[src/rtl/acc_alu_sequencer_pkg.sv]
// ---------------------------------------------------------------------------
// acc_alu_sequencer_pkg
//   Shared constants for the accumulator ALU sequencer:
//     - opcode encodings presented on req_op
//     - ALU select codes driven on alu_s
//     - FSM state encoding
//     - compare result words returned by the ALU and the flag patterns
//       they decode into ({lt,eq,gt})
// ---------------------------------------------------------------------------
package acc_alu_sequencer_pkg;

  // Request opcodes
  localparam logic [2:0] OP_LOAD = 3'd0;
  localparam logic [2:0] OP_ADD  = 3'd1;
  localparam logic [2:0] OP_SUB  = 3'd2;
  localparam logic [2:0] OP_SLL  = 3'd3;
  localparam logic [2:0] OP_CMP  = 3'd4;
  localparam logic [2:0] OP_MUL  = 3'd5;
  localparam logic [2:0] OP_CLR  = 3'd6;
  localparam logic [2:0] OP_RSVD = 3'd7;

  // ALU select codes
  localparam logic [1:0] ALU_ADD = 2'd0;
  localparam logic [1:0] ALU_SUB = 2'd1;
  localparam logic [1:0] ALU_SLL = 2'd2;
  localparam logic [1:0] ALU_CMP = 2'd3;

  // Compare result words produced by the ALU (unsigned a vs b)
  localparam logic [15:0] CMP_LT = 16'hFFFF;
  localparam logic [15:0] CMP_EQ = 16'h0000;
  localparam logic [15:0] CMP_GT = 16'h0001;

  // Flag patterns {lt,eq,gt}
  localparam logic [2:0] FLAG_LT   = 3'b100;
  localparam logic [2:0] FLAG_EQ   = 3'b010;
  localparam logic [2:0] FLAG_GT   = 3'b001;
  localparam logic [2:0] FLAG_NONE = 3'b000;

  typedef enum logic [1:0] {
    ST_IDLE = 2'd0,
    ST_EXEC = 2'd1,
    ST_MUL  = 2'd2,
    ST_RESP = 2'd3
  } state_t;

  // Ops that take one cycle through the external ALU
  function automatic logic is_alu_op(input logic [2:0] op);
    return (op == OP_ADD) || (op == OP_SUB) || (op == OP_SLL) || (op == OP_CMP);
  endfunction

endpackage

[src/rtl/acc_alu_sequencer_mul_step.sv]
// ---------------------------------------------------------------------------
// acc_mul_step
//   Shift-add multiplier state for the sequencer's MUL op. The adder itself
//   is the shared external ALU; this block only holds the operands, the
//   running product and the iteration counter, and tells the top when it
//   needs the ALU.
//   Only instantiated when ACC_SEQ_MUL_EN is defined.
// Ports
//   clk, rst_n     clock, asynchronous active-low reset (counter only)
//   i_start        load mcand/mplier, clear prod and counter
//   i_mcand        multiplicand (accumulator value at accept)
//   i_mplier       multiplier (request operand)
//   i_step_en      one iteration per cycle while high
//   i_alu_o        ALU sum prod+mcand
//   o_alu_req      this iteration needs the ALU (mplier[0] set)
//   o_alu_a/o_alu_b ALU operands for the add
//   o_done         final iteration is in progress this cycle
//   o_prod         product including the current iteration's add
// ---------------------------------------------------------------------------
module acc_mul_step #(
  parameter int WIDTH     = 16,
  parameter int MUL_ITERS = 16
) (
  input  logic             clk,
  input  logic             rst_n,
  input  logic             i_start,
  input  logic [WIDTH-1:0] i_mcand,
  input  logic [WIDTH-1:0] i_mplier,
  input  logic             i_step_en,
  input  logic [WIDTH-1:0] i_alu_o,
  output logic             o_alu_req,
  output logic [WIDTH-1:0] o_alu_a,
  output logic [WIDTH-1:0] o_alu_b,
  output logic             o_done,
  output logic [WIDTH-1:0] o_prod
);

  localparam int CNT_W = (MUL_ITERS > 1) ? $clog2(MUL_ITERS) : 1;

  logic [CNT_W-1:0] r_cnt;
  logic [WIDTH-1:0] r_mcand;
  logic [WIDTH-1:0] r_mplier;
  logic [WIDTH-1:0] r_prod;

  always_ff @(posedge clk or negedge rst_n) begin
    if (!rst_n) begin
      r_cnt <= '0;
    end else if (i_start) begin
      r_cnt <= '0;
    end else if (i_step_en) begin
      r_cnt <= r_cnt + 1'b1;
    end
  end

  // Operand/product registers are always reloaded by i_start before use
  always_ff @(posedge clk) begin
    if (i_start) begin
      r_mcand  <= i_mcand;
      r_mplier <= i_mplier;
      r_prod   <= '0;
    end else if (i_step_en) begin
      if (r_mplier[0]) begin
        r_prod <= i_alu_o;
      end
      r_mcand  <= r_mcand << 1;
      r_mplier <= r_mplier >> 1;
    end
  end

  assign o_alu_req = i_step_en && r_mplier[0];
  assign o_alu_a   = r_prod;
  assign o_alu_b   = r_mcand;
  assign o_done    = i_step_en && (r_cnt == CNT_W'(MUL_ITERS - 1));
  // Lets the top capture the final product on the last iteration's edge
  assign o_prod    = r_mplier[0] ? i_alu_o : r_prod;

endmodule

[src/rtl/acc_alu_sequencer.sv]
// ---------------------------------------------------------------------------
// acc_alu_sequencer
//   Control-side driver for the accumulator processor's external
//   combinational ALU. Takes op requests over valid/ready, drives the ALU
//   a/b/s inputs, captures the result into the accumulator (or decodes a
//   compare into flags), and presents a registered response held until
//   accepted.
// Configuration macro
//   ACC_SEQ_MUL_EN  when defined, op 5 (MUL) runs a MUL_ITERS-cycle
//                   shift-add through the ALU; otherwise op 5 is illegal.
// Ports
//   clk, rst_n            clock, asynchronous active-low reset
//   req_valid/req_ready   request handshake (ready only in IDLE)
//   req_op, req_operand   opcode and b operand / LOAD value
//   alu_a, alu_b, alu_s   drive to external ALU
//   alu_o                 external ALU result
//   rsp_valid/rsp_ready   response handshake
//   rsp_acc               accumulator after the op
//   rsp_flags             {lt,eq,gt}, written only by CMP
//   rsp_err               illegal op or undecodable compare result
// ---------------------------------------------------------------------------
module acc_alu_sequencer
  import acc_alu_sequencer_pkg::*;
#(
  parameter int WIDTH     = 16,
  parameter int MUL_ITERS = 16
) (
  input  logic             clk,
  input  logic             rst_n,
  input  logic             req_valid,
  output logic             req_ready,
  input  logic [2:0]       req_op,
  input  logic [WIDTH-1:0] req_operand,
  output logic [WIDTH-1:0] alu_a,
  output logic [WIDTH-1:0] alu_b,
  output logic [1:0]       alu_s,
  input  logic [WIDTH-1:0] alu_o,
  output logic             rsp_valid,
  input  logic             rsp_ready,
  output logic [WIDTH-1:0] rsp_acc,
  output logic [2:0]       rsp_flags,
  output logic             rsp_err
);

  if (MUL_ITERS != WIDTH) begin : g_bad_cfg
    $error("acc_alu_sequencer: MUL_ITERS must equal WIDTH");
  end

  state_t           r_state;
  state_t           w_state_nxt;
  logic [2:0]       r_op;
  logic [WIDTH-1:0] r_operand;
  logic [WIDTH-1:0] r_acc;
  logic [2:0]       r_flags;
  logic             r_rsp_valid;
  logic             r_rsp_err;

  logic             w_accept;
  logic [2:0]       w_cmp_flags;
  logic             w_cmp_err;

  assign w_accept = req_valid && (r_state == ST_IDLE);

`ifdef ACC_SEQ_MUL_EN
  logic             w_mul_start;
  logic             w_mul_step;
  logic             w_mul_req;
  logic [WIDTH-1:0] w_mul_a;
  logic [WIDTH-1:0] w_mul_b;
  logic             w_mul_done;
  logic [WIDTH-1:0] w_mul_prod;

  assign w_mul_start = w_accept && (req_op == OP_MUL);
  assign w_mul_step  = (r_state == ST_MUL);

  acc_mul_step #(
    .WIDTH     (WIDTH),
    .MUL_ITERS (MUL_ITERS)
  ) u_mul_step (
    .clk       (clk),
    .rst_n     (rst_n),
    .i_start   (w_mul_start),
    .i_mcand   (r_acc),
    .i_mplier  (req_operand),
    .i_step_en (w_mul_step),
    .i_alu_o   (alu_o),
    .o_alu_req (w_mul_req),
    .o_alu_a   (w_mul_a),
    .o_alu_b   (w_mul_b),
    .o_done    (w_mul_done),
    .o_prod    (w_mul_prod)
  );
`endif

  // Next-state logic
  always_comb begin
    w_state_nxt = r_state;
    case (r_state)
      ST_IDLE: begin
        if (w_accept) begin
          if (is_alu_op(req_op)) begin
            w_state_nxt = ST_EXEC;
`ifdef ACC_SEQ_MUL_EN
          end else if (req_op == OP_MUL) begin
            w_state_nxt = ST_MUL;
`endif
          end else begin
            w_state_nxt = ST_RESP;
          end
        end
      end
      ST_EXEC: w_state_nxt = ST_RESP;
`ifdef ACC_SEQ_MUL_EN
      ST_MUL:  if (w_mul_done) w_state_nxt = ST_RESP;
`endif
      ST_RESP: if (rsp_ready) w_state_nxt = ST_IDLE;
      default: w_state_nxt = ST_IDLE;
    endcase
  end

  always_ff @(posedge clk or negedge rst_n) begin
    if (!rst_n) begin
      r_state <= ST_IDLE;
    end else begin
      r_state <= w_state_nxt;
    end
  end

  // ALU drive; idle value keeps a=acc so the bus is quiet and predictable
  always_comb begin
    alu_a = r_acc;
    alu_b = '0;
    alu_s = ALU_ADD;
    if (r_state == ST_EXEC) begin
      alu_b = r_operand;
      case (r_op)
        OP_SUB:  alu_s = ALU_SUB;
        OP_SLL:  alu_s = ALU_SLL;
        OP_CMP:  alu_s = ALU_CMP;
        default: alu_s = ALU_ADD;
      endcase
    end
`ifdef ACC_SEQ_MUL_EN
    if (w_mul_req) begin
      alu_a = w_mul_a;
      alu_b = w_mul_b;
      alu_s = ALU_ADD;
    end
`endif
  end

  // Compare decode: any word other than the three legal results is an error
  always_comb begin
    w_cmp_flags = FLAG_NONE;
    w_cmp_err   = 1'b1;
    if (alu_o == WIDTH'(CMP_LT)) begin
      w_cmp_flags = FLAG_LT;
      w_cmp_err   = 1'b0;
    end else if (alu_o == WIDTH'(CMP_EQ)) begin
      w_cmp_flags = FLAG_EQ;
      w_cmp_err   = 1'b0;
    end else if (alu_o == WIDTH'(CMP_GT)) begin
      w_cmp_flags = FLAG_GT;
      w_cmp_err   = 1'b0;
    end
  end

  // Request capture
  always_ff @(posedge clk) begin
    if (w_accept) begin
      r_op      <= req_op;
      r_operand <= req_operand;
    end
  end

  // Accumulator, flags and response
  always_ff @(posedge clk or negedge rst_n) begin
    if (!rst_n) begin
      r_acc       <= '0;
      r_flags     <= '0;
      r_rsp_valid <= 1'b0;
      r_rsp_err   <= 1'b0;
    end else begin
      case (r_state)
        ST_IDLE: begin
          if (w_accept) begin
            if (req_op == OP_LOAD) begin
              r_acc       <= req_operand;
              r_rsp_valid <= 1'b1;
              r_rsp_err   <= 1'b0;
            end else if (req_op == OP_CLR) begin
              r_acc       <= '0;
              r_rsp_valid <= 1'b1;
              r_rsp_err   <= 1'b0;
            end else if (is_alu_op(req_op)) begin
              r_rsp_err   <= 1'b0;
`ifdef ACC_SEQ_MUL_EN
            end else if (req_op == OP_MUL) begin
              r_rsp_err   <= 1'b0;
`endif
            end else begin
              r_rsp_valid <= 1'b1;
              r_rsp_err   <= 1'b1;
            end
          end
        end
        ST_EXEC: begin
          r_rsp_valid <= 1'b1;
          if (r_op == OP_CMP) begin
            r_flags   <= w_cmp_flags;
            r_rsp_err <= w_cmp_err;
          end else begin
            r_acc     <= alu_o;
            r_rsp_err <= 1'b0;
          end
        end
`ifdef ACC_SEQ_MUL_EN
        ST_MUL: begin
          if (w_mul_done) begin
            r_acc       <= w_mul_prod;
            r_rsp_valid <= 1'b1;
            r_rsp_err   <= 1'b0;
          end
        end
`endif
        ST_RESP: begin
          if (rsp_ready) begin
            r_rsp_valid <= 1'b0;
          end
        end
        default: begin
        end
      endcase
    end
  end

  assign req_ready = (r_state == ST_IDLE);
  assign rsp_valid = r_rsp_valid;
  assign rsp_acc   = r_acc;
  assign rsp_flags = r_flags;
  assign rsp_err   = r_rsp_err;

endmodule
[config.mk]
export PLATFORM = sky130hd
export DESIGN_NAME = acc_alu_sequencer
export DESIGN_NICKNAME = d
export VERILOG_FILES = /design/src/rtl/acc_alu_sequencer_pkg.sv /design/src/rtl/acc_alu_sequencer_mul_step.sv /design/src/rtl/acc_alu_sequencer.sv
export SDC_FILE = /design/constraint.sdc
export NUM_CORES = 1
export LEC_CHECK = 0
export CELL_PAD_IN_SITES_DETAIL_PLACEMENT = 0
export CELL_PAD_IN_SITES_GLOBAL_PLACEMENT = 1
export CORE_ASPECT_RATIO = 0.6
export CORE_UTILIZATION = 28
export DETAILED_ROUTE_END_ITERATION = 7
export PLACE_DENSITY_LB_ADDON = 0.08
export SLEW_MARGIN = 40
export SYNTH_ARGS = -nofsm -noshare
export SYNTH_HDL_FRONTEND = slang
export SYNTH_SLANG_ARGS = --single-unit
[constraint.sdc]
create_clock -name clk -period 1.8 [get_ports clk]
set_input_delay 0.36 -clock clk [delete_from_list [all_inputs] [get_ports clk]]
set_output_delay 0.36 -clock clk [all_outputs]
set_load 0.02 [all_outputs]
Word-level counts from Yosys, hierarchy flattened

Index checks and enable logic that the tools add are counted.

RAM bits: 0
Bits in registers: 42
Logic and storage cells: 68
Output and inout port bits: 56
Memories kept: 0
Bits of input ports: 39
Latch bits: 0
Bits in read-only memories: 0

Equal/unequal tests: 17
Reduce and logical (&&, ||, !) cells: 14
Multiply operators: 0
Magnitude comparators: 0
Add/subtract/negate cells: 0
Bitwise operators: 0
Muxes and demuxes: 30
Shift operators: 0
Divide/modulo/power cells: 0

Operators by type and width:

| kind                                                  | count |
|---|---|
| two-way mux 16 bit                                    | 5 |
| one-hot mux 16 bit (2 select lines)                   | 1 |
| equality test 16 x 1 -> 1 bit, second input constant  | 1 |
| equality test 16 bit, second input constant           | 1 |
| logical NOT 16 bit                                    | 1 |
| two-way mux 1 bit                                     | 14 |
| equality test 3 x 2 -> 1 bit, second input constant   | 4 |
| one-hot mux 2 bit (3 select lines)                    | 2 |
| two-way mux 2 bit                                     | 5 |
| equality test 3 bit, second input constant            | 3 |
| AND reduction 4 bit                                   | 2 |
| AND reduction 2 bit                                   | 3 |
| inequality test 2 bit, second input constant          | 2 |
| inequality test 4 bit, second input constant          | 1 |
| equality test 3 x 1 -> 1 bit, second input constant   | 1 |
| logical NOT 3 bit                                     | 1 |
| logical OR 1 bit                                      | 3 |
| two-way mux 3 bit                                     | 1 |
| inequality test 3 x 1 -> 1 bit, second input constant | 1 |
| one-hot mux 1 bit (3 select lines)                    | 1 |
| nonzero test 3 bit                                    | 1 |
| equality test 2 x 1 -> 1 bit, second input constant   | 1 |
| equality test 2 bit, second input constant            | 1 |
| logical NOT 2 bit                                     | 1 |
| 4 further kinds                                       | 4 |

Longest topological paths before layout

Word-level depth: 9
Depth in mapped cells: 7
Gate-level depth less buffers: 4

Worst setup path before layout

OpenSTA, ideal clock, no wires.

Kind: register -> register
From: reg r_op[1]
To: reg r_acc[0] (netlist: alu_a[0])
Arrival time: 1748 ps
Period minus slack after synthesis: 1874 ps
Cell stages (with the launch flop): 7
Required time: 1675 ps
Buffers on the path: 2
Setup time: 125 ps
Slack: -74 ps
Cell sequence: edfxtp_1 -> or3b_1 -> or2_4 -> or3b_1 -> buf_6 -> buf_12 -> mux2_4

Word-level cells in the longest chain between the ends: 3

Ends and longest elaborated chain:

| item                            | line                     | text |
|---|---|---|
| from (decl)                     | acc_alu_sequencer.sv:51  | `logic [2:0] r_op;` |
| from (signal assigned)          | acc_alu_sequencer.sv:171 | `r_op <= req_op;` |
| equality test 3 bit             | acc_alu_sequencer.sv:209 | `if (r_op == OP_CMP) begin` |
| inequality test 2 bit (no line) | -                        |  |
| AND reduction 4 bit (no line)   | -                        |  |
| to (signal assigned)            | acc_alu_sequencer.sv:188 | `r_acc <= req_operand;` |
| to (signal assigned)            | acc_alu_sequencer.sv:213 | `r_acc <= alu_o;` |
| to (decl)                       | acc_alu_sequencer.sv:53  | `logic [WIDTH-1:0] r_acc;` |

Every way passes these cells.
A chain may end at the register's enable or synchronous reset.

Final worst setup path

From: reg r_op[1]
To: reg r_acc[7] (netlist: alu_a[7])

Same word-level chain as after synthesis.

==> impl_metrics.csv <==
group,metric,value,unit
global_routing,met1_usage,0.217,
synth,main_combinational_cell_family_by_area_after_synthesis,"simple AND/OR/NAND/NOR gates",
synth,cells_taking_the_most_area_after_synthesis,"sky130_fd_sc_hd__dfrtp_1, sky130_fd_sc_hd__edfxtp_1, sky130_fd_sc_hd__mux2_4",
synth,post_synth_mux_area_share,0.105,
sta,fmax,0.533,GHz
synth,synth_simple_gate_area_frac,0.137,
sta,layout_min_cycle_time,1.88,ns
cts,cts_htree_levels,2,
die,starting_density_of_the_core,0.300,
global_routing,grt_start_max_net_pins,24,
detailed_routing,avgViaCountPerCell,4.58,
synth,ys_seq_area_frac,0.553,
run_status,violations,"setup timing",
critical_path,crit_family,"simple AND/OR/NAND/NOR gates",
cts,clock-root-buffer,"sky130_fd_sc_hd__clkbuf_16",
min_path,worstHoldPathType,"in -> async",
die,floorplan.die.width,113,µm
critical_path,cpMostUsedCell,"sky130_fd_sc_hd__or3b_4",
placed_design,io_buffers,94,
critical_path,crit_chain,"or3b_4 > or2_4 > or3b_4 > buf_6 > mux2_2",
critical_path,worstSetupEndpointType,"flip-flop",
placed_design,place_inst,346,
placed_design,detailed_place_hpwl,4330,µm
detailed_routing,drt_first_iter_violations,72,
sta,final.setup.worst_slack,-0.0756,ns
finish,fin_util,0.485,
cts,tritoncts,"done",
critical_path,regToRegStartpoint,"r_op[1]",
sta,setup_violation_total_in_the_final_timing_report,17,
synth,synth-adder-area-share,0,
global_routing,grt_first_pass_wirelength,8660,µm
detailed_routing,antenna_violating_nets_post_route,0,
global_routing,grt.busiest_layer,"met2",
global_routing,vias_in_the_first_global_route,1567,
die,die_height,68.6,µm
detailed_routing,drt-pass1-iter-count,4,
run_status,run_status,"finished with violations",
sta,number_of_hold_slack_violations_in_the_final_timing_report,0,
placed_design,routability_congestion,0.737,
synth,async_flop_share,0.548,
cts,cts.path.max_buffers,2,
sta,min_period_over_period,1.04,
global_routing,grt_antenna_before_repair,0,
synth,synth_largest_type_area_fraction,0.278,
critical_path,regToRegSetupSlack,-0.08,ns
finish,area_growth,61.5,%
power_and_ir_drop,leakage,1.45,nW
cts,number_of_hold_repair_buffers_added_at_the_cts_stage,0,
critical_path,timing.critical_path.slowest_cell_delay,0.41,ns
critical_path,worst_ep_required_time,1.96,ns
detailed_routing,drc,0,
detailed_routing,wire_per_inst,15.8,µm
die,rows,23,
cts,cts_made_buffers,5,
finish,final_layout_size_suffix_gt1_frac,0.307,
synth,yosys.cell_count.top_type,"sky130_fd_sc_hd__dfrtp_1",
sta,maxSlewViolCount,0,
critical_path,r2r_end,"alu_a[7]",
synth,synth_top_area_cell,"sky130_fd_sc_hd__dfrtp_1",
synth,yosys_most_used_dff,"sky130_fd_sc_hd__dfrtp_1",
finish,layout.cells.non_filler,361,
flow_run,drv_cap,0,
synth,synth_enable_flop_cells,19,
synth,synth.cell_area,0.00207,mm²
sta,timing_worst_slew_pin_value,0.315,ns
synth,number_of_synthesized_register_bits,42,
power_and_ir_drop,p_per_area,1660,mW/mm²
critical_path,crit_path_max_fanout,5,
synth,yosys.cell_types.count,33,
die,io_pins,95,
global_routing,use_met2,0.227,
die,die-area,0.00776,mm²
critical_path,crit_path_start_kind,"flip-flop",
finish,layout.nets,312,
critical_path,critical_path_class,"reg -> reg",
die,fp.coreArea,0.00691,mm²
synth,netlist_instances,161,
synth,synth_xor_area_frac,0.00845,
power_and_ir_drop,irDropWorstVdd,0.000673,V
finish,n_antenna_cell,0,
global_routing,grt_util_met3,0.0472,
finish,fill_cell_count,648,
detailed_routing,via_count,1653,
cts,clk_pin_slew,0.06,ns
detailed_routing,finalWirelength,5700,µm
sta,slew_headroom,0.790,
sta,fin_worst_skew,0.00272,ns
synth,postSynthNetCount,200,
global_routing,globalRouteOverflowTotal,0,
critical_path,critical_path.n_buffers_inverters,1,
synth,yosysWarnings,0,
cts,worstSkewPairLatency,0.28,ns
critical_path,arrival_time_reported_for_the_critical_path_endpoint,2.04,ns
sta,rsz0062_at_grt,"yes",
global_routing,grt_util_all_layers,0.153,
critical_path,critical-path-slowest-cell,"sky130_fd_sc_hd__or3b_4",
critical_path,r2r.worst_path.cells,5,
synth,yosys-top-cells-count,"sky130_fd_sc_hd__dfrtp_1, sky130_fd_sc_hd__edfxtp_1, sky130_fd_sc_hd__buf_4, sky130_fd_sc_hd__a22o_1, sky130_fd_sc_hd__and2_1",
synth,avg_inst_size_synth,12.9,µm²
cts,clock_sink_count,42,
synth,synth-compound-area-share,0.105,
[stage by stage]
stage | setup TNS (ns) | area (µm²) | power, mW | worst slack, ns | hold WS (ns)
after floorplan | -1.05 | 2070 | 3.38 | -0.0535 | 0.0644
after global placement | -7.78 | 3180 | 4.63 | -0.351 | 0.484
after detailed placement | -7.93 | 3180 | 4.63 | -0.333 | 0.485
after CTS | -1.06 | 3410 | 5.67 | -0.0716 | 0.447
after global routing | -1.79 | 3350 | 5.89 | -0.117 | 0.493
final | -0.964 | 3350 | 5.57 | -0.0756 | 0.439
[power by group]
part           total, mW  internal (mW)  switching (mW)
Sequential          1.53           1.32           0.216
Combinational       3.15           1.70            1.44
Clock              0.889          0.549           0.339
Total               5.57           3.57            2.00
[sequential cells by signal (all words and copies together), names as in the netlist]
name and flops:
alu_a 16, r_op 3, r_operand 16, r_state 2, rsp_err 1, rsp_flags 3
rsp_valid 1
[metal layers]
metal,vias up,wire length [µm]
li1,801,-
met1,792,2780
met2,58,2420
met3,2,476
met4,0,20
met5,-,0
[final cells by class]
type                       instances  area [µm²]  share of cell area
multi-input combinational         92         769               0.230
clock inverter                     1        5.00             0.00150
tap                               87         109              0.0325
sequential                        42        1150               0.343
inverter                           3        11.3             0.00336
clock buffer                       7         143              0.0426
timing repair buffer             129        1160               0.347
[worst max-delay path by stage]
stage              start         to  slack [ns]  cells after the start
2_1_floorplan    r_op[0]   alu_a[0]       -0.05                      6
6_report         r_op[1]   alu_a[7]       -0.08                      5
4_1_cts          r_op[0]   alu_a[7]       -0.07                      5
3_3_place_gp   req_op[1]  alu_a[14]       -0.35                      7
3_5_place_dp   req_op[1]  alu_a[10]       -0.33                      7
5_1_grt          r_op[1]   alu_a[6]       -0.12                      5
[layout by cell type, fill, tap and decap left out, types with 3 or more instances in the layout]
master	n
sky130_fd_sc_hd__clkdlybuf4s50_1	75
sky130_fd_sc_hd__nor4_1	4
sky130_fd_sc_hd__edfxtp_1	19
sky130_fd_sc_hd__clkbuf_16	5
sky130_fd_sc_hd__mux2_4	13
sky130_fd_sc_hd__nor2_1	3
sky130_fd_sc_hd__inv_1	3
sky130_fd_sc_hd__mux2_2	3
sky130_fd_sc_hd__buf_4	32
sky130_fd_sc_hd__a22o_1	16
sky130_fd_sc_hd__a21oi_1	3
sky130_fd_sc_hd__nand2_1	4
sky130_fd_sc_hd__buf_2	14
sky130_fd_sc_hd__dfrtp_1	22
sky130_fd_sc_hd__and2_1	16
sky130_fd_sc_hd__nand4_1	4
sky130_fd_sc_hd__nor3_1	3
[cell families (layout without fill, tap and decap cells)]
family	count (synthesis)	count (layout)
mux	16	16
xor+xnor	2	2
buf+inv	27	140
compound gates	27	27
simple gates	47	47
flops	42	42
[timing repair]
item | 4_1_cts | 5_1_grt
buffers inserted | 5 | 1
pin swaps | 0 | 1
gates resized for setup | 68 | 19
hold endpoints to repair | 0 | 0
setup endpoints to repair | 35 | 34
cloned | 1 | 0
Note: power is estimated with default switching activity, not from simulation.
